`src/rtl/relu_maxpool_pkg.sv`:
```
// Shared CNN definitions: pooling-stage FSM states and the ReLU helper.
package relu_maxpool_pkg;

  typedef enum logic [1:0] {
    ST_IDLE  = 2'd0,
    ST_ACCUM = 2'd1,
    ST_FLUSH = 2'd2
  } pool_state_e;

  // A signed sample passes through ReLU unchanged unless its sign bit is set.
  function automatic logic relu_pass(input logic sign_bit);
    return !sign_bit;
  endfunction

endpackage

```
`src/rtl/relu_maxpool_row_buffer.sv`:
```
// Row buffer for max pooling: one entry per pooled column, holding the
// vertical running max. One combinational read port, one write port.
module pool_row_buffer #(
  parameter int N     = 16,
  parameter int DEPTH = 2,
  parameter int AW    = 1
) (
  input  logic          clk,
  input  logic          rst,
  input  logic          wr_en,
  input  logic [AW-1:0] wr_addr,
  input  logic [N-1:0]  wr_data,
  input  logic [AW-1:0] rd_addr,
  output logic [N-1:0]  rd_data
);

  logic [N-1:0] mem_q [DEPTH];
  logic [N-1:0] mem_d [DEPTH];

  always_comb begin
    mem_d = mem_q;
    if (wr_en) mem_d[wr_addr] = wr_data;
  end

  always_ff @(posedge clk) begin
    if (rst) begin
      for (int i = 0; i < DEPTH; i++) mem_q[i] <= '0;
    end else begin
      mem_q <= mem_d;
    end
  end

  assign rd_data = mem_q[rd_addr];

endmodule

```
`src/rtl/relu_maxpool.sv`:
```
// ReLU followed by PxP / stride-P max pooling over an MxM raster-order frame.
// Handshake: a sample is taken on a clock edge where en && valid_in and the
// FSM is not in FLUSH; valid_out/done are one-cycle pulses, no backpressure.
module relu_maxpool
  import relu_maxpool_pkg::*;
#(
  parameter int N = 16,
  parameter int Q = 12,
  parameter int M = 4,
  parameter int P = 2
) (
  input  logic         clk,
  input  logic         rst,
  input  logic         en,
  input  logic [N-1:0] data_in,
  input  logic         valid_in,
  output logic [N-1:0] pool_out,
  output logic         valid_out,
  output logic         done,
  output logic [1:0]   state_dbg
);

  if (P < 1 || (M % ((P < 1) ? 1 : P)) != 0) begin : g_bad_geometry
    $error("relu_maxpool: M must be a multiple of P and P >= 1");
  end
  if (Q < 0 || Q >= N) begin : g_bad_q
    $error("relu_maxpool: Q must lie in 0..N-1");
  end

  localparam int D  = (P < 1) ? 1 : M / P;
  localparam int CW = (M > 1) ? $clog2(M) : 1;
  localparam int AW = (D > 1) ? $clog2(D) : 1;

  function automatic logic [N-1:0] smax(input logic [N-1:0] a, input logic [N-1:0] b);
    return ($signed(a) > $signed(b)) ? a : b;
  endfunction

  pool_state_e   state_q, state_d;
  logic [CW-1:0] col_q, col_d, row_q, row_d;
  logic [N-1:0]  hmax_q, hmax_d;
  logic [N-1:0]  pool_q, pool_d;
  logic          valid_q, valid_d;
  logic          done_q, done_d;

  logic          accept;
  logic          col_first, col_last_in_win, row_first, row_last_in_win;
  logic          frame_last;
  logic [N-1:0]  relu_val, hmax_new, vmax_new, buf_rd;
  logic [AW-1:0] buf_addr;
  logic          buf_we;

  assign accept          = en && valid_in && (state_q != ST_FLUSH);
  assign col_first       = (int'(col_q) % P) == 0;
  assign col_last_in_win = (int'(col_q) % P) == P - 1;
  assign row_first       = (int'(row_q) % P) == 0;
  assign row_last_in_win = (int'(row_q) % P) == P - 1;
  assign frame_last      = (col_q == CW'(M - 1)) && (row_q == CW'(M - 1));
  assign buf_addr        = AW'(int'(col_q) / P);

  assign relu_val = relu_pass(data_in[N-1]) ? data_in : '0;
  assign hmax_new = col_first ? relu_val : smax(hmax_q, relu_val);
  // First row of a window band overwrites stale data from the previous band.
  assign vmax_new = row_first ? hmax_new : smax(buf_rd, hmax_new);
  assign buf_we   = accept && col_last_in_win;

  pool_row_buffer #(
    .N     (N),
    .DEPTH (D),
    .AW    (AW)
  ) u_row_buf (
    .clk     (clk),
    .rst     (rst),
    .wr_en   (buf_we),
    .wr_addr (buf_addr),
    .wr_data (vmax_new),
    .rd_addr (buf_addr),
    .rd_data (buf_rd)
  );

  always_comb begin
    state_d = state_q;
    col_d   = col_q;
    row_d   = row_q;
    hmax_d  = hmax_q;
    pool_d  = pool_q;
    valid_d = 1'b0;
    done_d  = 1'b0;
    case (state_q)
      ST_IDLE, ST_ACCUM: begin
        if (accept) begin
          hmax_d = hmax_new;
          if (col_last_in_win && row_last_in_win) begin
            pool_d  = vmax_new;
            valid_d = 1'b1;
          end
          if (col_q == CW'(M - 1)) begin
            col_d = '0;
            row_d = (row_q == CW'(M - 1)) ? '0 : row_q + 1'b1;
          end else begin
            col_d = col_q + 1'b1;
          end
          state_d = frame_last ? ST_FLUSH : ST_ACCUM;
        end
      end
      ST_FLUSH: begin
        if (en) begin
          done_d  = 1'b1;
          state_d = ST_IDLE;
        end
      end
      default: state_d = ST_IDLE;
    endcase
  end

  always_ff @(posedge clk) begin
    if (rst) begin
      state_q <= ST_IDLE;
      col_q   <= '0;
      row_q   <= '0;
      hmax_q  <= '0;
      pool_q  <= '0;
      valid_q <= 1'b0;
      done_q  <= 1'b0;
    end else begin
      state_q <= state_d;
      col_q   <= col_d;
      row_q   <= row_d;
      hmax_q  <= hmax_d;
      pool_q  <= pool_d;
      valid_q <= valid_d;
      done_q  <= done_d;
    end
  end

  assign pool_out  = pool_q;
  assign valid_out = valid_q;
  assign done      = done_q;
  assign state_dbg = state_q;

endmodule
```
`config.mk`:
```
export PLATFORM = sky130hd
export DESIGN_NAME = relu_maxpool
export DESIGN_NICKNAME = d
export VERILOG_FILES = /design/src/rtl/relu_maxpool_pkg.sv /design/src/rtl/relu_maxpool_row_buffer.sv /design/src/rtl/relu_maxpool.sv
export SDC_FILE = /design/constraint.sdc
export NUM_CORES = 1
export LEC_CHECK = 0
export ABC_AREA = 1
export CAP_MARGIN = 40
export CORE_MARGIN = 10
export CORE_UTILIZATION = 35
export DETAILED_ROUTE_END_ITERATION = 10
export PLACE_DENSITY = 0.64
export SETUP_SLACK_MARGIN = 0.1
export SLEW_MARGIN = 0
export SYNTH_ARGS = -nofsm -noshare
export SYNTH_HDL_FRONTEND = slang
export SYNTH_SLANG_ARGS = --single-unit
```
`constraint.sdc`:
```
create_clock -name clk -period 5.3 [get_ports clk]
set_clock_uncertainty 0.1 [all_clocks]
set_input_delay 0.795 -clock clk [delete_from_list [all_inputs] [get_ports clk]]
set_output_delay 0.795 -clock clk [all_outputs]
set_load 0.03 [all_outputs]
```
==> results_dict.tcl, run 1 <==
set metrics [dict create \
    drt_iter0_markers 292 \
    fp.dieArea_sq_mm 0.0177 \
    fp.coreArea_sq_mm 0.0126 \
    drt.antenna.violating_nets 0 \
    p_total_mw 1.42 \
    die_w_microns 133 \
    total_via_count_in_the_routed_design 4213 \
    io_buffers 39 \
    post_synth.cell_area_avg_sq_um 6.38 \
    synth_fa_ha_area_share_pct 9.25 \
    die_y_microns 133 \
    clk_pin_slew_worst_paths_ps 50 \
    synth_top_family_by_area "simple AND/OR/NAND/NOR gates" \
    endpoint_kind "flip-flop" \
    cts_sinks 72 \
    final-max-slew-violation-count 0 \
    synthSimpleGateAreaFrac_pct 34.7 \
    highest_layer "met4" \
    global_route.usage.total_pct 13.2 \
    cp-start-kind "input pin" \
    synth_xor_area_share_pct 0 \
    globalRouteOverflowTotal 0 \
    setup_viol 0 \
    flops_latches_synth 72 \
    post-route-period-util_pct 86.9 \
    worst_slew_margin_rel_pct 44.3 \
    p_leak_nw 2.67 \
    report.final.hold_viol_count 0 \
    yosysUniqueCellTypes 31 \
    max-cap-violations 0 \
    hold_fix_buffers_cts 0 \
    critical_path_required_ps 5430 \
    final_critical_path_required_period_ps 4600 \
    timing_worst_slew_pin_value_ps 835 \
    design.portCount 40 \
    grt_max_degree 37 \
    cp_data_arrival_time_ps 4740 \
    post-route-drc-count 0 \
    cts.repair.resized 0 \
    critPathMaxFanout 17 \
    grt_pass1_wl_mm 19.5 \
    insertion_delay_of_the_later_clocked_pin_in_the_worst_skew_pair_ps 340 \
    dpl_worst_slack_ps 279 \
    synth.net_count 752 \
    setup_repair_after_global_routing_missed_its_margin "no" \
    cts_max_level 3 \
    cts_buffer_depth 2 \
    postCtsSetupBuffers 0 \
    timing.reg2reg.worst_path_depth 25 \
    timing.final.ws_setup_ps 695 \
    met2_length_mm 5.30 \
    dp_hpwl_mm 8.06 \
    synthMuxAreaShare_pct 0.224 \
    clock_power_share_pct 46.4 \
    route.layer.met1.wl_mm 4.81 \
    syn_area_sq_mm 0.00446 \
    postSynthCellCount 699 \
    r2r_slack_ps 1710 \
    effective_utilization_at_floorplan_pct 35.5 \
    power_switching_mw 0.369 \
    sequentialPowerShare_pct 39.9 \
    drt_pass1_iterations 4 \
    primary_ff_master_synth "sky130_fd_sc_hd__dfxtp_1" \
    timing.fmax_mhz 217 \
    part_of_the_yosys_area_used_for_sequential_elements_pct 32.3 \
    rows 41 \
    tritoncts_clock_tree "built" \
    synth_compound_area_share_pct 10.2 \
    vias_in_the_first_global_route 4215 \
    worst_hold_path_type "flip-flop to flip-flop" \
    drt-total-wl_mm 10.8 \
    cts_buffers 9 \
    cts.root.buffer_cell "sky130_fd_sc_hd__clkbuf_16" \
    antenna_found_initial 0 \
    worstHoldPathCells 2 \
    synth.yosys.warnings 0 \
    tns_ps 0 \
    areal_power_density_over_the_cells_mw_per_mm2 265 \
    final_layout_size_suffix_gt1_share_pct 6.92 \
    p_int_mw 1.05 \
    fillerInstances 1348 \
    wire_per_inst_microns 11.9 \
    area_growth_syn_to_layout_pct 19.8 \
    fraction_of_registers_with_async_set_or_reset_after_synthesis_pct 0 \
    synth_edf_count 0 \
    critical_path_class "input pin to flip-flop" \
    netSwitchingFraction_pct 26.1 \
    antenna_cells_inserted 0 \
    detailed_route_vias_per_instance 4.63 \
    power.combinational.fraction_pct 13.7 \
    peak_supply_drop_v 0.000119 \
    routed-wl-met3_microns 521 \
    nNetsFinal 785 \
    status "complete, no violations" \
    place_congestion 0.888 \
]
## logic make-up (layout without fill, tap and decap cells)
family                   Yosys count  after routing
adder cells (fa/ha/maj)           33             33
other                              1              1
multiplexers                       1              1
AND/OR/NAND/NOR                  364            364
buffers and inverters            148            186
flip-flops                        72             72
AO/OA/AOI/OAI                     80             80
## worst max-delay path: stages
cell and delay, ps:
sky130_fd_sc_hd__clkdlybuf4s50_1 390, sky130_fd_sc_hd__inv_1 310, sky130_fd_sc_hd__nand2_1 190, sky130_fd_sc_hd__ha_1 320, sky130_fd_sc_hd__nand2_1 80, sky130_fd_sc_hd__inv_1 40
sky130_fd_sc_hd__nand2_1 60, sky130_fd_sc_hd__nand2_1 60, sky130_fd_sc_hd__a21oi_2 180, sky130_fd_sc_hd__nand3_4 220, sky130_fd_sc_hd__nand2_4 230, sky130_fd_sc_hd__nand2_1 80
sky130_fd_sc_hd__nand2_1 110, sky130_fd_sc_hd__inv_1 50, sky130_fd_sc_hd__ha_1 290, sky130_fd_sc_hd__nand2_1 70, sky130_fd_sc_hd__nor2_1 140, sky130_fd_sc_hd__nand2_1 100
sky130_fd_sc_hd__nor2_2 140, sky130_fd_sc_hd__nand2_1 60, sky130_fd_sc_hd__nand2_1 60, sky130_fd_sc_hd__o21bai_1 90, sky130_fd_sc_hd__nand2_4 70, sky130_fd_sc_hd__nand2_2 170
sky130_fd_sc_hd__nand2_1 200, sky130_fd_sc_hd__nand3_1 100, sky130_fd_sc_hd__nand2_1 100, sky130_fd_sc_hd__inv_1 40
## sequential cells by signal, indices dropped and copies added, names as in the netlist
signal           cells
col_q                2
done                 1
hmax_q              16
pool_out            16
row_q                2
state_dbg            2
u_row_buf.mem_q     32
valid_out            1
## synthesized netlist by cell type (all sizes together), types with 2 or more instances
cell / number / area [sq um]
a211oi: 7 / 52.6
a21oi: 44 / 239
buf: 11 / 73.8
clkbuf: 16 / 60.1
dfxtp: 72 / 1440
ha: 33 / 413
inv: 121 / 454
nand2: 194 / 756
nand3: 79 / 408
nor2: 84 / 340
nor3: 3 / 20.0
nor4: 2 / 12.5
o21ai: 25 / 125
o21bai: 2 / 15.0
## routing by layer
metal,global-route usage [%],vias to the layer above
met4,5.20,0
met2,22.6,67
met1,15.5,1878
li1,-,2254
met5,0,-
met3,3.29,14
## layout by cell type (no fill, tap or decap)
cell / count
sky130_fd_sc_hd__nor3_4: 1
sky130_fd_sc_hd__nand2_4: 2
sky130_fd_sc_hd__clkbuf_8: 1
sky130_fd_sc_hd__a21oi_2: 5
sky130_fd_sc_hd__o21bai_1: 2
sky130_fd_sc_hd__conb_1: 1
sky130_fd_sc_hd__clkinvlp_4: 2
sky130_fd_sc_hd__nor2_1: 77
sky130_fd_sc_hd__buf_8: 1
sky130_fd_sc_hd__a2111oi_0: 1
sky130_fd_sc_hd__buf_6: 1
sky130_fd_sc_hd__dfxtp_1: 72
sky130_fd_sc_hd__nor3_1: 2
sky130_fd_sc_hd__a41oi_2: 1
sky130_fd_sc_hd__mux2i_1: 1
sky130_fd_sc_hd__clkbuf_16: 9
sky130_fd_sc_hd__nand3_1: 78
sky130_fd_sc_hd__o21ai_0: 25
sky130_fd_sc_hd__bufinv_16: 2
sky130_fd_sc_hd__a211oi_1: 7
sky130_fd_sc_hd__inv_1: 119
sky130_fd_sc_hd__nand4_1: 1
sky130_fd_sc_hd__inv_2: 2
sky130_fd_sc_hd__nand2_1: 187
sky130_fd_sc_hd__nor4_1: 2
sky130_fd_sc_hd__buf_2: 1
sky130_fd_sc_hd__buf_4: 8
sky130_fd_sc_hd__clkinv_2: 1
sky130_fd_sc_hd__or2_2: 1
sky130_fd_sc_hd__nand2_2: 5
sky130_fd_sc_hd__nor2_2: 5
sky130_fd_sc_hd__ha_1: 33
sky130_fd_sc_hd__nor2_4: 2
sky130_fd_sc_hd__nand3_4: 1
sky130_fd_sc_hd__clkdlybuf4s50_1: 38
sky130_fd_sc_hd__a21oi_1: 39
sky130_fd_sc_hd__clkbuf_1: 1
## path summary, 6_finish.rpt
path | start | endpoint
setup / recovery | data_in[15] | u_row_buf.mem_q[3]
hold / removal | row_q[1] | row_q[1]
setup reg to reg | hmax_q[11] | u_row_buf.mem_q[3]
hold reg to reg | row_q[1] | row_q[1]
## area by class of cell
class	instances	area, sq um	area share (%)
Sequential cell	72	1440	27.0
Clock buffer	11	243	4.54
Clock inverter	5	80.1	1.50
Inverter	121	454	8.50
Tap cell	172	215	4.03
Timing Repair Buffer	49	472	8.82
Multi-Input combinational cell	479	2440	45.7
## per-stage QoR
stage	util, %	cell area (sq um)	cells	hold slack (ps)
final	42.5	5350	909	371
after global routing	42.5	5350	909	394
after CTS	42.5	5350	909	371
after detailed placement	40.0	5020	893	363
after global placement	39.8	5000	891	357
after floorplan	-	4460	699	344
## power groups by stage
stage                     Combinational [mW]  Clock [mW]  Sequential (mW)
after floorplan                        0.145           0            0.574
after global placement                 0.192           0            0.578
after detailed placement               0.195           0            0.577
after CTS                              0.196       0.672            0.566
after global routing                   0.225       0.700            0.567
final                                  0.194       0.657            0.566
Note: power is estimated with default switching activity, not from simulation.
==> run 2: changes to the inputs <==
--- a/config.mk
+++ b/config.mk
@@ -5,12 +5,12 @@
 export SDC_FILE = /design/constraint.sdc
 export NUM_CORES = 1
 export LEC_CHECK = 0
-export ABC_AREA = 1
+export ABC_AREA = 0
 export CAP_MARGIN = 40
 export CORE_MARGIN = 10
 export CORE_UTILIZATION = 35
 export DETAILED_ROUTE_END_ITERATION = 10
-export PLACE_DENSITY = 0.64
+export PLACE_DENSITY = 0.65
 export SETUP_SLACK_MARGIN = 0.1
 export SLEW_MARGIN = 0
 export SYNTH_ARGS = -nofsm -noshare
==> run 2 against run 1 <==
  * Sequential cell count unchanged
  * Synthesized cell count fell by 43%
  * Critical path depth down 9
  * First-iteration DRC count is 39% lower
  * Sequential power is 2% lower
  * Die area down 13%
  * Global-route usage increased by 0.062 points
  * Largest cell class unchanged
==> results_dict.tcl, run 2 <==
set metrics [dict create \
    hold_fix_buffers_cts 0 \
    peak_supply_drop_v 0.000153 \
    synth.yosys.warnings 0 \
    registers.top_by_ff_count "u_row_buf.mem_q" \
    mostFrequentLayoutCells "sky130_fd_sc_hd__dfxtp_1, sky130_fd_sc_hd__buf_4, sky130_fd_sc_hd__a22o_1" \
    report.final.hold_viol_count 0 \
    synth_fa_ha_area_share_pct 10.9 \
    globalRouteOverflowTotal 0 \
    critical_path_class "input pin to flip-flop" \
    cts_sinks 72 \
    drt-total-wl_mm 9.97 \
    setup_repair_after_global_routing_missed_its_margin "no" \
    p_total_mw 1.29 \
    clk_pin_slew_worst_paths_ps 80 \
    endpoint_kind "flip-flop" \
    insertion_delay_of_the_later_clocked_pin_in_the_worst_skew_pair_ps 350 \
    post_synth.cell_area_avg_sq_um 9.54 \
    primary_ff_master_synth "sky130_fd_sc_hd__dfxtp_1" \
    flops_latches_synth 72 \
    fraction_of_registers_with_async_set_or_reset_after_synthesis_pct 0 \
    fp.dieArea_sq_mm 0.0154 \
    post-route-period-util_pct 95.7 \
    final_layout_size_suffix_gt1_share_pct 23.5 \
    synth_edf_count 0 \
    portion_of_synthesized_cell_area_occupied_by_the_leading_cell_type_pct 38.0 \
    die_w_microns 124 \
    cts_max_level 3 \
    synthMostInstantiatedCell "sky130_fd_sc_hd__dfxtp_1" \
    detailed_route_vias_per_instance 5.16 \
    timing.fmax_mhz 197 \
    nNetsFinal 538 \
    tns_ps 0 \
    synth_compound_area_share_pct 18.5 \
    worst_hold_path_type "flip-flop to flip-flop" \
    drt_iter0_markers 178 \
    io_buffers 39 \
    place_congestion 0.838 \
    cts_buffer_depth 2 \
    status "complete, no violations" \
    antenna_cells_inserted 0 \
    final-max-slew-violation-count 0 \
    design.portCount 40 \
    cp-start-kind "input pin" \
    dp_hpwl_mm 7.36 \
    layout_commonest_cell "sky130_fd_sc_hd__dfxtp_1" \
    total_via_count_in_the_routed_design 3229 \
    grt_pass1_wl_mm 16.6 \
    critPathMaxFanout 8 \
    yosys-top-cells-area "sky130_fd_sc_hd__dfxtp_1, sky130_fd_sc_hd__mux2i_1, sky130_fd_sc_hd__ha_1, sky130_fd_sc_hd__a22o_1, sky130_fd_sc_hd__a21oi_1" \
    fp.coreArea_sq_mm 0.0104 \
    p_leak_nw 2.18 \
    setup_viol 0 \
    worst_slew_margin_rel_pct 53.2 \
    part_of_the_yosys_area_used_for_sequential_elements_pct 38.0 \
    die_y_microns 124 \
    max-cap-violations 0 \
    post-route-drc-count 0 \
    areal_power_density_over_the_cells_mw_per_mm2 245 \
    synthSimpleGateAreaFrac_pct 14.5 \
    synth.net_count 450 \
    yosysUniqueCellTypes 45 \
    postSynthCellCount 397 \
    syn_area_sq_mm 0.00379 \
    largest_reg_flops 32 \
    antenna_found_initial 0 \
    tritoncts_clock_tree "built" \
    synth_xor_area_share_pct 0 \
    drt_pass1_iterations 6 \
    effective_utilization_at_floorplan_pct 36.4 \
    drt.antenna.violating_nets 0 \
    synth_top_family_by_area "compound AO/OA/AOI/OAI gates" \
    cts_buffers 9 \
    cts.root.buffer_cell "sky130_fd_sc_hd__clkbuf_8" \
    area_growth_syn_to_layout_pct 39.5 \
    rows 37 \
    grt_max_degree 23 \
    timing_worst_slew_pin_value_ps 702 \
    post_synth_most_frequent_cells "sky130_fd_sc_hd__dfxtp_1, sky130_fd_sc_hd__a22o_1, sky130_fd_sc_hd__mux2i_1" \
    critical_path_required_ps 5480 \
    vias_in_the_first_global_route 3486 \
    cp_data_arrival_time_ps 5260 \
    fillerInstances 928 \
    yosys.area.top_type "sky130_fd_sc_hd__dfxtp_1" \
    synthMuxAreaShare_pct 12.2 \
    final_critical_path_required_period_ps 5070 \
    global_route.usage.total_pct 13.3 \
    wire_per_inst_microns 15.9 \
]
run 2: cell types whose count changed after synthesis, moves of 19 or more:
cell                      delta
sky130_fd_sc_hd__a22o_1     +45
sky130_fd_sc_hd__inv_1      -86
sky130_fd_sc_hd__mux2i_1    +44
sky130_fd_sc_hd__nand2_1   -147
sky130_fd_sc_hd__nand3_1    -75
sky130_fd_sc_hd__nor2_1     -67
sky130_fd_sc_hd__nor2b_1    +19
sky130_fd_sc_hd__o21ai_0    -22
run 2: metrics by stage:
step / hold slack [ps] / worst slack, ps / util (%) / area, sq um / cells
2_1_floorplan: 341 / 390 / - / 3790 / 397
4_1_cts: 374 / 102 / 48.9 / 5090 / 626
5_1_grt: 386 / 93.8 / 50.7 / 5290 / 626
6_report: 370 / 226 / 50.7 / 5290 / 626
3_5_place_dp: 361 / -468 / 45.2 / 4710 / 609
3_3_place_gp: 350 / -305 / 44.5 / 4630 / 603
run 2: report_power, final:
part           internal, mW  total, mW  switching (mW)
logic                0.0882      0.174          0.0860
registers             0.547      0.554         0.00705
clock network         0.362      0.567           0.205
total                 0.996       1.29           0.298
run 2: path summary, 6_finish.rpt:
| kind | start | endpoint | slack, ps | cells past startpoint |
|---|---|---|---|---|
| worst max-delay path | data_in[2] | pool_out[14] | 230 | 19 |
| worst min-delay path | pool_out[15] | pool_out[15] | 370 | 2 |
| worst max register to register | hmax_q[0] | pool_out[14] | 870 | 18 |
| worst min register to register | pool_out[15] | pool_out[15] | 370 | 2 |
run 2: repair_timing:
| action | CTS | global route |
|---|---|---|
| endpoints found under the setup margin | 45 | 48 |
| pin swaps | 3 | 11 |
| setup buffers | 1 | 0 |
| cloned | 0 | 0 |
| gates resized for setup | 29 | 29 |
run 2: area by class of cell:
| cell class | count | area (sq um) | share of cell area (%) |
|---|---|---|---|
| Tap cell | 136 | 170 | 3.22 |
| Timing Repair Buffer | 94 | 860 | 16.3 |
| Inverter | 33 | 124 | 2.34 |
| Clock inverter | 5 | 129 | 2.44 |
| Clock buffer | 11 | 131 | 2.49 |
| Sequential cell | 72 | 1440 | 27.3 |
| Multi-Input combinational cell | 275 | 2430 | 46.0 |
run 2: worst max-delay path, stage by stage:
cell and delay [ps]:
sky130_fd_sc_hd__clkdlybuf4s50_1 460, sky130_fd_sc_hd__nor2b_2 180, sky130_fd_sc_hd__inv_1 70, sky130_fd_sc_hd__ha_1 300, sky130_fd_sc_hd__o211ai_1 110, sky130_fd_sc_hd__a2111o_1 460
sky130_fd_sc_hd__a31oi_4 280, sky130_fd_sc_hd__buf_12 190, sky130_fd_sc_hd__mux2i_4 240, sky130_fd_sc_hd__inv_1 60, sky130_fd_sc_hd__ha_1 190, sky130_fd_sc_hd__and4b_1 260
sky130_fd_sc_hd__a211oi_2 60, sky130_fd_sc_hd__o41a_1 340, sky130_fd_sc_hd__and4b_1 230, sky130_fd_sc_hd__nor4b_4 300, sky130_fd_sc_hd__buf_6 260, sky130_fd_sc_hd__mux2i_4 300
sky130_fd_sc_hd__a22o_1 180
run 2: logic make-up (layout without fill, tap and decap cells):
logic type / Yosys count / in the layout
and+or+nand+nor: 101 / 101
AOI/OAI and AO/OA: 94 / 94
DFF: 72 / 72
buffers and inverters: 50 / 143
muxes: 46 / 46
adders and majority gates: 33 / 33
other: 1 / 1
run 2: layer usage:
metal / vias up / part of all wire [%] / GRT usage, %
met5: - / 0 / 0
met4: 0 / 1.3 / 4.46
met3: 14 / 4.0 / 2.99
met2: 49 / 52 / 23.8
met1: 1558 / 43 / 15.2
li1: 1608 / - / -
==> patch 1: new RTL, settings of run 1 <==
Change the parameter `M` from 4 to 2.
--- a/src/rtl/relu_maxpool.sv
+++ b/src/rtl/relu_maxpool.sv
@@ -6,7 +6,7 @@
 #(
   parameter int N = 16,
   parameter int Q = 12,
-  parameter int M = 4,
+  parameter int M = 2,
   parameter int P = 2
 ) (
   input  logic         clk,
Formal check against the unedited RTL: not equivalent (Yosys sat finds a counterexample within 10 cycles, from zero or initial values and one cycle with rst high).
==> patch 1 against run 1 <==
  * Power shrank 38%
  * Hold slack lost 14 ps
  * Maximum frequency grew 0.89%
  * Cell area shrank 25%
  * Wire length shrank 22%
  * Sequential cell count shrank 18
  * Non-clock buffer count shrank 5
  * Area after synthesis shrank 23%
  * Setup slack gained 41 ps
  * Global-route usage shrank 1.3 points
  * Sequential power shrank 24%
  * Critical endpoint is now u_row_buf.mem_q[13]
  * Largest power group is now registers
  * Highest routed layer unchanged
==> patch 1: results (changes against run 1) <==
metric,value,unit,change
rrSetupSlack,1730,ps,+20 ps
cts_max_level,2,,-1
sh_seq_area,26.8,%,-0.16 points
stdcell_count,684,,-25%
synth_cell_types,33,,+6.5%
ys_top_cells_by_area,"dfxtp_1 (31%), nand2_1 (19%), ha_1 (11%)",,
pre_cts_slack,391,ps,+112 ps
ir_drop,0.107,mV,-9.7%
syn_to_final_growth,17.3,%,
grt_usage,12.0,%,-1.3 points
min_to,pool_out[3],,
clk-insertion-delay-late,300,ps,-40 ps
worstHoldStart,pool_out[3],,
synth-seq-area-share,31.4,%,-0.88 points
cp-endpoint,u_row_buf.mem_q[13],,
grt_max_degree,32,,-14%
max-slew-margin-rel,39.3,%,-5.0 points
nFillCells,1025,,-24%
max_freq,219,MHz,+0.89%
design_power_total,0.876,mW,-38%
clk_share,2.64,%,-3.4 points
gp_congestion,0.877,,-1.3%
clock_buffers,7,,-4
synth_common_cells,"nand2_1 (177), inv_1 (68), dfxtp_1 (54)",,
cts_sinks,54,,-25%
arrival,4670,ps,-70 ps
internal-power,0.625,mW,-40%
buf_share,10.6,%,+1.8 points
drt-total-wl,8.42,mm,-22%
multi_input_area_share,49.0,%,+3.3 points
cts_root_buffer,clkbuf_8,,
fin_nets,601,,-23%
pwr-share-comb,20.0,%,+6.3 points
clk_pin_slew,90,ps,+40 ps
placed_cell_area,3930,um2,-22%
p_seq_share,48.8,%,+8.9 points
drive_gt1_share,7.44,%,+0.52 points
n_antenna_cell,0,,unchanged
netlist_instances,517,,-26%
p_leak,2.07,nW,-23%
synth_top_area_share,31.4,%,-0.88 points
buffers,44,,-10%
synth_nets,568,,-24%
met3_length,282,um,-46%
fin_hold_ws,357,ps,-13.6 ps
grt_pass1_vias,3232,,-23%
timing.rr.start,hmax_q[14],,
numCtsBuffers,5,,-4
outcome,"finished, final reports clean",,
dp_hpwl,6.50,mm,-19%
==> patch 1: critical path, stage by stage <==
cell and delay (ps):
clkdlybuf4s50_1 390, inv_1 290, nand2_1 180, ha_1 340, nand2_1 70, inv_1 50
nand2_1 60, nor2_2 170, nand3_2 80, nand2_2 80, nor2_4 80, nand2_4 240
nand2_2 60, nand2_1 80, inv_1 50, ha_1 260, nand2_1 60, inv_1 50
nand3_1 100, nor3_2 200, nand2_1 120, nand3_2 210, nand3_4 250, nand2_1 180
nand3_1 80, nand2_1 100, inv_1 40
==> patch 1: cells by family (layout without fill, tap and decap cells) <==
group,Yosys count,after routing,share of synthesized area [%]
AOI/OAI and AO/OA,55,55,9.68
adders and majority gates,31,31,11.3
buffers and inverters,91,125,11.1
DFF,54,54,31.4
other,1,1,0.109
and+or+nand+nor,285,285,36.4
==> patch 1: metal layers <==
layer	vias up	GRT usage (%)
met2	41	22.1
li1	1695	-
met4	0	4.05
met5	-	0
met1	1484	13.3
met3	12	2.36
==> patch 2: new RTL, settings of run 1 <==
Made on the original files. Put one more register stage on the output `pool_out`, with the module's reset. The value now appears one clock later. The other outputs are not delayed to match.
--- a/src/rtl/relu_maxpool.sv
+++ b/src/rtl/relu_maxpool.sv
@@ -132,7 +132,13 @@
     end
   end
 
-  assign pool_out  = pool_q;
+  always_ff @(posedge clk) begin
+    if (rst) begin
+      pool_out <= '0;
+    end else begin
+      pool_out <= pool_q;
+    end
+  end
   assign valid_out = valid_q;
   assign done      = done_q;
   assign state_dbg = state_q;
Check against the original RTL: not equivalent (Yosys sat finds a counterexample within 10 cycles, from zero or initial values and one cycle with rst high).
==> patch 2 against run 1 <==
  * Area after synthesis increased by 8.0%
  * Count of clock-buffer cells in the layout decreased by 2
  * Clock power decreased by 3%
  * Power increased by 7.2%
  * Cell area increased by 6.3%
  * Wire length increased by 6.7%
  * Global-route usage decreased by 0.15 points
  * Register-to-register slack got worse by 140 ps
  * Non-clock buffer count unchanged
  * Sequential cell count increased by 16
  * Die area increased by 6.8%
  * Maximum frequency decreased by 2.5%
  * Setup slack got worse by 120 ps
  * Largest power group is now registers
==> patch 2: results (changes against run 1) <==
metric,value,unit,change
met2_usage,22.4,%,-0.20 points
drive_gt1_share,7.96,%,+1.0 points
r2r_cells,23,,-8.0%
fin_nets,790,,+0.64%
wl_per_cell,12.6,um,+5.8%
gp_congestion,0.863,,-2.8%
wl_met2,5.55,mm,+4.7%
p_leak,2.72,nW,+1.8%
grt.met1_usage,15.8,%,+0.29 points
io_buffers,39,,unchanged
stdcell_count,917,,+0.88%
synth-seq-area-share,36.5,%,+4.2 points
grt_usage,13.1,%,-0.15 points
ys_top_cells_by_area,"dfxtp_1 (37%), nand2_1 (13%), inv_1 (10%)",,
max_stage_delay,500,ps,+110 ps
netlist_instances,705,,+0.86%
worstHoldStart,pool_q[3],,
met3_length,506,um,-2.9%
arrival,4870,ps,+130 ps
min_to,pool_out[3],,
rrSetupSlack,1570,ps,-140 ps
drt-initial-drc-count,298,,+2.1%
startpoint,data_in[15],,
dp_hpwl,8.27,mm,+2.7%
grt_pass1_vias,4139,,-1.8%
ir_drop,0.193,mV,+63%
synth_compound_area_share,12.8,%,+2.6 points
synth_common_cells,"nand2_1 (173), inv_1 (129), dfxtp_1 (88)",,
period_share,89.1,%,+2.2 points
r2r_end,u_row_buf.mem_q[13],,
grt_first_pass_wirelength,19.8,mm,+1.8%
clk_pin_slew,60,ps,
nFillCells,1447,,+7.3%
placed_cell_area,5380,um2,+7.2%
vias,4263,,+1.2%
grt_util_met3,3.02,%,-0.27 points
largest_register,u_row_buf.mem_q,,
pre_cts_slack,202,ps,-76.8 ps
outcome,"finished, final reports clean",,
synth_warnings,0,,unchanged
place_inst,902,,+1.0%
grt_max_degree,67,,+81%
synthAdderAreaFrac,8.56,%,-0.69 points
wl_met1,5.32,mm,+11%
synthXorXnorAreaFrac,0,%,unchanged
muxShareOfSynthArea,0.208,%,-0.017 points
worst_pin_slew,764,ps,-70.4 ps
fin_hold_ws,328,ps,-43.0 ps
synth_nets,758,,+0.80%
crit_family,simple AND/OR/NAND/NOR gates,,
==> patch 2: cell count changes in the layout (fill, tap and decap cells not counted), moves of 14 or more <==
cell,delta
a21oi_1,+15
o21a_1,+14
nor2_1,-41
dfxtp_1,+16
nand2_1,-14
==> patch 2: tightest hold or removal path, cell delays in order, from the launching register on <==
cell and delay, ps:
dfxtp_1 300, inv_1 60, nor2_1 40
==> patch 2: final cells by class <==
cell class	count	area (um2)	area share, %
clock buffers	9	225	3.96
multi-input cells	458	2440	42.9
clock inverters	6	68.8	1.21
inverters	131	495	8.72
well taps	176	220	3.88
repair buffers	49	472	8.30
flip-flops and latches	88	1760	31.0
==> patch 2: repair_timing <==
item	4_1_cts	5_1_grt
hold endpoints to repair	0	0
endpoints found under the setup margin	0	3
setup buffers	0	0
hold buffers	0	0
resized for setup	0	1
==> patch 2: report_power, final <==
part,internal (mW),leakage [nW],switching [mW]
clock network,0.365,0.142,0.275
logic,0.0685,1.86,0.125
registers,0.674,0.712,0.0109
total,1.11,2.72,0.411
